## config.mk

```make
export PLATFORM = sky130hd
export DESIGN_NAME = ssd_scan_driver_flat
export DESIGN_NICKNAME = d
export VERILOG_FILES = /design/src/rtl/ssd_scan_driver_if.sv /design/src/rtl/ssd_scan_driver.sv /design/src/flat_wrapper.sv
export SDC_FILE = /design/constraint.sdc
export NUM_CORES = 1
export LEC_CHECK = 0
export CORE_MARGIN = 5
export CORE_UTILIZATION = 31
export DETAILED_ROUTE_END_ITERATION = 6
export GPL_TIMING_DRIVEN = 0
export SLEW_MARGIN = 5
export SYNTH_ARGS = -nofsm -noshare
export SYNTH_HDL_FRONTEND = slang
export SYNTH_SLANG_ARGS = --single-unit
```

## constraint.sdc

```tcl
create_clock -name clk -period 3.5 [get_ports clk]
set_input_delay 0.7 -clock clk [delete_from_list [all_inputs] [get_ports clk]]
set_output_delay 0.7 -clock clk [all_outputs]
set_load 0.1 [all_outputs]
```

## src/rtl/ssd_scan_driver_if.sv

```systemverilog
`default_nettype none
// ============================================================================
//  Module      : ssd_scan_driver_if
//  Description : Bundles the display-content inputs and the multiplexed
//                seven-segment outputs of ssd_scan_driver.
//  Revision    : 1.0  initial release
// ============================================================================
interface ssd_scan_driver_if;
  logic [19:0] code;        // four 5-bit symbols, [19:15] = digit 0 (leftmost)
  logic [3:0]  blink_mask;  // bit 3 = digit 0 ... bit 0 = digit 3
  logic [3:0]  dp_mask;     // same bit order as blink_mask
  logic [3:0]  an;          // active-low anodes, an[3] = digit 0
  logic [6:0]  seg;         // active-low segments g,f,e,d,c,b,a
  logic        dp_n;        // active-low decimal point
  logic        frame_tick;  // one-cycle pulse on shadow reload

  // Content source side
  modport master (
    output code, blink_mask, dp_mask,
    input  an, seg, dp_n, frame_tick
  );

  // Display driver side
  modport slave (
    input  code, blink_mask, dp_mask,
    output an, seg, dp_n, frame_tick
  );
endinterface
`default_nettype wire

```

## src/rtl/ssd_scan_driver.sv

```systemverilog
`default_nettype none
// ============================================================================
//  Module      : ssd_scan_driver
//  Description : Four-digit multiplexed seven-segment scan driver with
//                frame-synchronous shadow registers, per-digit blink and
//                decimal-point control, and a symbol decoder.
//  Revision    : 1.0  initial release
// ============================================================================
module ssd_scan_driver #(
  parameter int REFRESH_DIV = 100000,   // clocks each digit stays lit
  parameter int BLINK_DIV   = 50000000  // clocks per blink half-period
) (
  input wire clk,
  input wire rst,
  ssd_scan_driver_if.slave bus
);

  localparam int RCNT_W = (REFRESH_DIV > 1) ? $clog2(REFRESH_DIV) : 1;
  localparam int BCNT_W = (BLINK_DIV > 1) ? $clog2(BLINK_DIV) : 1;

  localparam logic [RCNT_W-1:0] RCNT_MAX = RCNT_W'(REFRESH_DIV - 1);
  localparam logic [BCNT_W-1:0] BCNT_MAX = BCNT_W'(BLINK_DIV - 1);

  localparam logic [19:0] BLANK_CODE = 20'h84210;  // symbol 0x10 in every digit
  localparam logic [6:0]  SEG_OFF    = 7'h7F;

  // --------------------------------------------------------------------------
  // State
  // --------------------------------------------------------------------------
  logic [RCNT_W-1:0] rcnt_q, rcnt_d;
  logic [1:0]        idx_q, idx_d;
  logic [BCNT_W-1:0] bcnt_q, bcnt_d;
  logic              blink_phase_q, blink_phase_d;

  logic [19:0]       sh_code_q, sh_code_d;
  logic [3:0]        sh_blink_q, sh_blink_d;
  logic [3:0]        sh_dp_q, sh_dp_d;

  logic [3:0]        an_q, an_d;
  logic [6:0]        seg_q, seg_d;
  logic              dp_n_q, dp_n_d;

  logic              scan_tick;
  logic              frame_load;
  logic [1:0]        mask_bit;
  logic [4:0]        active_sym;
  logic              blanked;

  // --------------------------------------------------------------------------
  // Symbol decoder: 0x00-0x0F hex digits, 0x10-0x17 letters/marks, rest blank
  // --------------------------------------------------------------------------
  function automatic logic [6:0] seg_decode(input logic [4:0] sym);
    logic [6:0] s;
    case (sym)
      5'h00: s = 7'h40;
      5'h01: s = 7'h79;
      5'h02: s = 7'h24;
      5'h03: s = 7'h30;
      5'h04: s = 7'h19;
      5'h05: s = 7'h12;
      5'h06: s = 7'h02;
      5'h07: s = 7'h78;
      5'h08: s = 7'h00;
      5'h09: s = 7'h10;
      5'h0A: s = 7'h08;
      5'h0B: s = 7'h03;
      5'h0C: s = 7'h46;
      5'h0D: s = 7'h21;
      5'h0E: s = 7'h06;
      5'h0F: s = 7'h0E;
      5'h10: s = 7'h7F;  // blank
      5'h11: s = 7'h47;  // L
      5'h12: s = 7'h3F;  // -
      5'h13: s = 7'h23;  // o
      5'h14: s = 7'h0C;  // P
      5'h15: s = 7'h2B;  // n
      5'h16: s = 7'h41;  // U
      5'h17: s = 7'h2F;  // r
      default: s = 7'h7F;
    endcase
    return s;
  endfunction

  // --------------------------------------------------------------------------
  // Scan timing: digit dwell counter, digit index, frame reload strobe
  // --------------------------------------------------------------------------
  assign scan_tick  = (rcnt_q == RCNT_MAX);
  assign frame_load = scan_tick && (idx_q == 2'd3);

  // Next-state for the refresh counter, digit index and blink generator
  always_comb begin
    rcnt_d        = rcnt_q + 1'b1;
    idx_d         = idx_q;
    bcnt_d        = bcnt_q + 1'b1;
    blink_phase_d = blink_phase_q;
    if (scan_tick) begin
      rcnt_d = '0;
      idx_d  = idx_q + 2'd1;
    end
    if (bcnt_q == BCNT_MAX) begin
      bcnt_d        = '0;
      blink_phase_d = ~blink_phase_q;
    end
  end

  // Next-state for the shadow frame: captured only at the frame boundary
  always_comb begin
    sh_code_d  = sh_code_q;
    sh_blink_d = sh_blink_q;
    sh_dp_d    = sh_dp_q;
    if (frame_load) begin
      sh_code_d  = bus.code;
      sh_blink_d = bus.blink_mask;
      sh_dp_d    = bus.dp_mask;
    end
  end

  // --------------------------------------------------------------------------
  // Output formation from the current digit, shadow frame and live blink phase
  // --------------------------------------------------------------------------
  // Mask bit 3 belongs to digit 0, so the bit index is the reversed digit index.
  assign mask_bit = 2'd3 - idx_q;
  assign blanked  = blink_phase_q && sh_blink_q[mask_bit];

  // Pick the active digit's symbol out of the shadow code
  always_comb begin
    active_sym = sh_code_q[19:15];
    case (idx_q)
      2'd0: active_sym = sh_code_q[19:15];
      2'd1: active_sym = sh_code_q[14:10];
      2'd2: active_sym = sh_code_q[9:5];
      2'd3: active_sym = sh_code_q[4:0];
      default: active_sym = sh_code_q[19:15];
    endcase
  end

  // Next values of the registered display outputs
  always_comb begin
    an_d   = ~(4'b1000 >> idx_q);
    seg_d  = seg_decode(active_sym);
    dp_n_d = ~sh_dp_q[mask_bit];
    if (blanked) begin
      seg_d  = SEG_OFF;
      dp_n_d = 1'b1;
    end
  end

  // --------------------------------------------------------------------------
  // Registers
  // --------------------------------------------------------------------------
  // Counters and blink phase
  always_ff @(posedge clk or posedge rst) begin
    if (rst) begin
      rcnt_q        <= '0;
      idx_q         <= 2'd0;
      bcnt_q        <= '0;
      blink_phase_q <= 1'b0;
    end else begin
      rcnt_q        <= rcnt_d;
      idx_q         <= idx_d;
      bcnt_q        <= bcnt_d;
      blink_phase_q <= blink_phase_d;
    end
  end

  // Shadow frame, reset to an all-blank display
  always_ff @(posedge clk or posedge rst) begin
    if (rst) begin
      sh_code_q  <= BLANK_CODE;
      sh_blink_q <= 4'b0000;
      sh_dp_q    <= 4'b0000;
    end else begin
      sh_code_q  <= sh_code_d;
      sh_blink_q <= sh_blink_d;
      sh_dp_q    <= sh_dp_d;
    end
  end

  // Display outputs, registered so they are glitch-free at the pins
  always_ff @(posedge clk or posedge rst) begin
    if (rst) begin
      an_q   <= 4'hF;
      seg_q  <= SEG_OFF;
      dp_n_q <= 1'b1;
    end else begin
      an_q   <= an_d;
      seg_q  <= seg_d;
      dp_n_q <= dp_n_d;
    end
  end

  assign bus.an         = an_q;
  assign bus.seg        = seg_q;
  assign bus.dp_n       = dp_n_q;
  assign bus.frame_tick = frame_load;

endmodule
`default_nettype wire

```

## src/flat_wrapper.sv

```systemverilog
// flat-port wrapper written by rule: the top's interface ports become plain ports
module ssd_scan_driver_flat 
#(
  parameter int REFRESH_DIV = 100000,                                 
  parameter int BLINK_DIV   = 50000000                                 
)
  (clk, rst, bus_code, bus_blink_mask, bus_dp_mask, bus_an, bus_seg, bus_dp_n, bus_frame_tick);
  ssd_scan_driver_if bus_i ();
  input wire clk;
  input wire rst;
  input wire logic [$bits(bus_i.code)-1:0] bus_code;
  input wire logic [$bits(bus_i.blink_mask)-1:0] bus_blink_mask;
  input wire logic [$bits(bus_i.dp_mask)-1:0] bus_dp_mask;
  output wire logic [$bits(bus_i.an)-1:0] bus_an;
  output wire logic [$bits(bus_i.seg)-1:0] bus_seg;
  output wire logic [$bits(bus_i.dp_n)-1:0] bus_dp_n;
  output wire logic [$bits(bus_i.frame_tick)-1:0] bus_frame_tick;
  assign bus_i.code = bus_code;
  assign bus_i.blink_mask = bus_blink_mask;
  assign bus_i.dp_mask = bus_dp_mask;
  assign bus_an = bus_i.an;
  assign bus_seg = bus_i.seg;
  assign bus_dp_n = bus_i.dp_n;
  assign bus_frame_tick = bus_i.frame_tick;
  ssd_scan_driver #(.REFRESH_DIV(REFRESH_DIV), .BLINK_DIV(BLINK_DIV)) u_core (.clk(clk), .rst(rst), .bus(bus_i));
endmodule
```

==> reports/results.ini <==
[global_route]
antenna_found_initial = 0
grt_start_max_net_pins = 49
grt_overflow = 0
grt_usage_pct = 12.23
grt_pass1_vias = 3165
grt_pass1_wl_um = 15620

[cts]
clk_latency_ns = 0.35
cts_setup_buffers = 0
cts_buffer_depth = 2
clkTransAtPathRegs_ns = 0.06
cts_resized = 3
clock_sinks = 86
cts-buffers-inserted = 9
h-tree-depth = 3
cts_tree = done
ctsRootBufferMaster = clkbuf_16
ctsHoldBuffers = 0

[synth]
synth_warnings = 0
yosys-top-cells-count = 70 x dfrtp_1, 35 x nor2_1, 32 x nand2_1
synth.largest_area_cell = dfrtp_1
netlist_area_um2 = 4161
synth.avg_cell_area_um2 = 10.89
synth_top_area_share_pct = 42.09
synth_ff_type = dfrtp_1
synth_edf_count = 0
syn_inst = 382
ys_types = 49
synth_area_leaders = dfrtp_1 42%, dfstp_2 10%, mux2_2 7.0%
yosysSeqAreaShare_pct = 52.19
ys_seq_elements = 86
yosysMostFrequentCell = dfrtp_1
synthArstFlopShare_pct = 100.0
syn_nets = 422

[floorplanning]
core_um2 = 13190
ios = 43
num_rows = 42
initial_utilization_pct = 31.55
design.die.area_um2 = 15840
die_h_um = 125.9
die_x_um = 125.9

[job]
cap_violations = 0

[min_path]
hold_start = u_core.blink_phase_q$_DFFE_PP0N_
hp-class = flop to flop

[sta]
tightest_slew_ns = 0.9803
fmax_ghz = 0.3098
max-slew-margin-rel_pct = 34.04
finalMaxSlewViolations = 0
grt_setup_unrepaired = no
finalCritPeriodShare_pct = 92.24
fin_hold_ws_ns = 0.4678
clock_skew_ns = 0.007790
final.min_clock_period_ns = 3.228
hold_violations = 0
setup_violations = 0

[status]
outcome = finished with violations
violations = DRC

[place]
place_area_um2 = 4832
hpwl_um = 6424
port_buffers = 42
numPlacedInstances = 601
gp_congestion = 0.8527

[cells_and_area]
num_antenna_cells = 0
fin_nets = 476
design_area_um2 = 5114
fillCellCount = 1266
regArea_um2 = 2172
stdcell_count = 617
multi_input_area_um2 = 1851
layout-drive-gt1-share_pct = 17.69
area_delta_synth_final_pct = 22.88

[worst_setup_path]
required_ns = 2.80
critPathSlowestCell = nor4_4
crit_path_start_kind = flop
end_kind = output pin
critical_path_arrival_ns = 2.53
slowest_delay_ns = 0.54
cp_max_fo = 10
cp-startpoint = u_core.idx_q[0]$_DFFE_PP0N_
worst-path-buf-inv = 3
timing.rr.start = u_core.idx_q[1]$_DFFE_PP0N_
rrSetupSlack_ns = 0.82
path_delay_family = buffers and inverters
crit_type = flop to output pin
crit_chain = ha_1 -> inv_1 -> nor4_4 -> buf_6 -> buf_2

[drt]
dr.first_iter.drc_count = 232
drc = 4
vias_per_cell = 4.864
ant_nets = 0
dr.pass1.iters = 7
wl_um = 8988
wl_per_cell_um = 14.57
vias = 3001

[pwr]
p_per_area_nw_per_um2 = 382.4
peakVddDrop_mv = 0.2652
power.leakage_nw = 2.184
power_mw = 1.955

[report_power, final]
group	internal [mW]	switching (mW)	total [mW]
Sequential	0.995	0	0.995
Combinational	0.0318	0.0253	0.0571
Clock	0.518	0.385	0.903
Total	1.54	0.411	1.96
[through the flow]
stage | setup TNS [ns] | worst slack [ns] | util, %
2_1_floorplan | 0 | 0.6046 | -
3_3_place_gp | -54.21 | -0.7768 | 36.41
3_5_place_dp | -0.09459 | -0.09459 | 36.63
4_1_cts | 0 | 0.08637 | 38.82
5_1_grt | 0 | 0.1091 | 38.77
6_report | 0 | 0.2717 | 38.77
[layout by cell type, fill, tap and decap left out, types with 3 or more instances in the layout]
cell / n
clkbuf_1: 4
nor3_1: 4
a222oi_1: 3
nand2_1: 32
nor4_1: 8
mux2_2: 26
inv_1: 14
nand4_1: 13
xnor2_1: 23
dfstp_2: 16
clkdlybuf4s50_1: 41
buf_6: 3
buf_2: 7
ha_1: 10
and3_1: 7
or3_1: 3
nand3_1: 27
dfrtp_1: 70
clkbuf_16: 9
o21ai_0: 14
xor2_1: 16
nor2b_1: 4
nor2_1: 35
a21oi_1: 11
[layout make-up]
class / instances / area share, %
timing repair buffer: 43 / 8.662
tap: 176 / 4.306
clock buffer: 11 / 4.942
sequential: 86 / 42.48
buffer: 13 / 1.541
multi-input combinational: 267 / 36.19
clock inverter: 5 / 0.6606
inverter: 16 / 1.223
[final timing paths]
kind                                                     to  cells past startpoint
max                                          bus_frame_tick                      5
min                        u_core.blink_phase_q$_DFFE_PP0N_                      1
max reg2reg                     u_core.bus.seg[6]$_DFF_PP1_                      9
min reg2reg                u_core.blink_phase_q$_DFFE_PP0N_                      1
max in group asynchronous       u_core.bus.seg[2]$_DFF_PP1_                      3
min in group asynchronous        u_core.bcnt_q[0]$_DFF_PP0_                      2
[flip-flops by register name, summed over array words and instances, names as in the netlist, 2 cells and up]
signal             count
u_core.bus.seg         7
u_core.rcnt_q         17
u_core.bcnt_q         26
u_core.sh_blink_q      4
u_core.idx_q           2
u_core.sh_dp_q         4
u_core.bus.an          4
u_core.sh_code_q      20
[cells by family (layout without fill, tap and decap cells)]
| family | count (synthesis) | count (layout) | synth area share [%] |
|---|---|---|---|
| AOI/OAI and AO/OA | 44 | 44 | 6.976 |
| xor gates and xnor gates | 39 | 39 | 8.208 |
| adders and majority gates | 10 | 10 | 3.007 |
| buffers and inverters | 29 | 88 | 3.337 |
| DFF | 86 | 86 | 52.19 |
| muxes | 31 | 31 | 8.869 |
| and+or+nand+nor | 143 | 143 | 17.41 |
[routing by layer]
metal  global-route usage [%]  routed length [um]
met4                    3.659                 112
met5                        0                   0
met2                    19.79                4317
met1                    15.52                4115
met3                    4.276                 442
(Power assumes the default switching activity.)
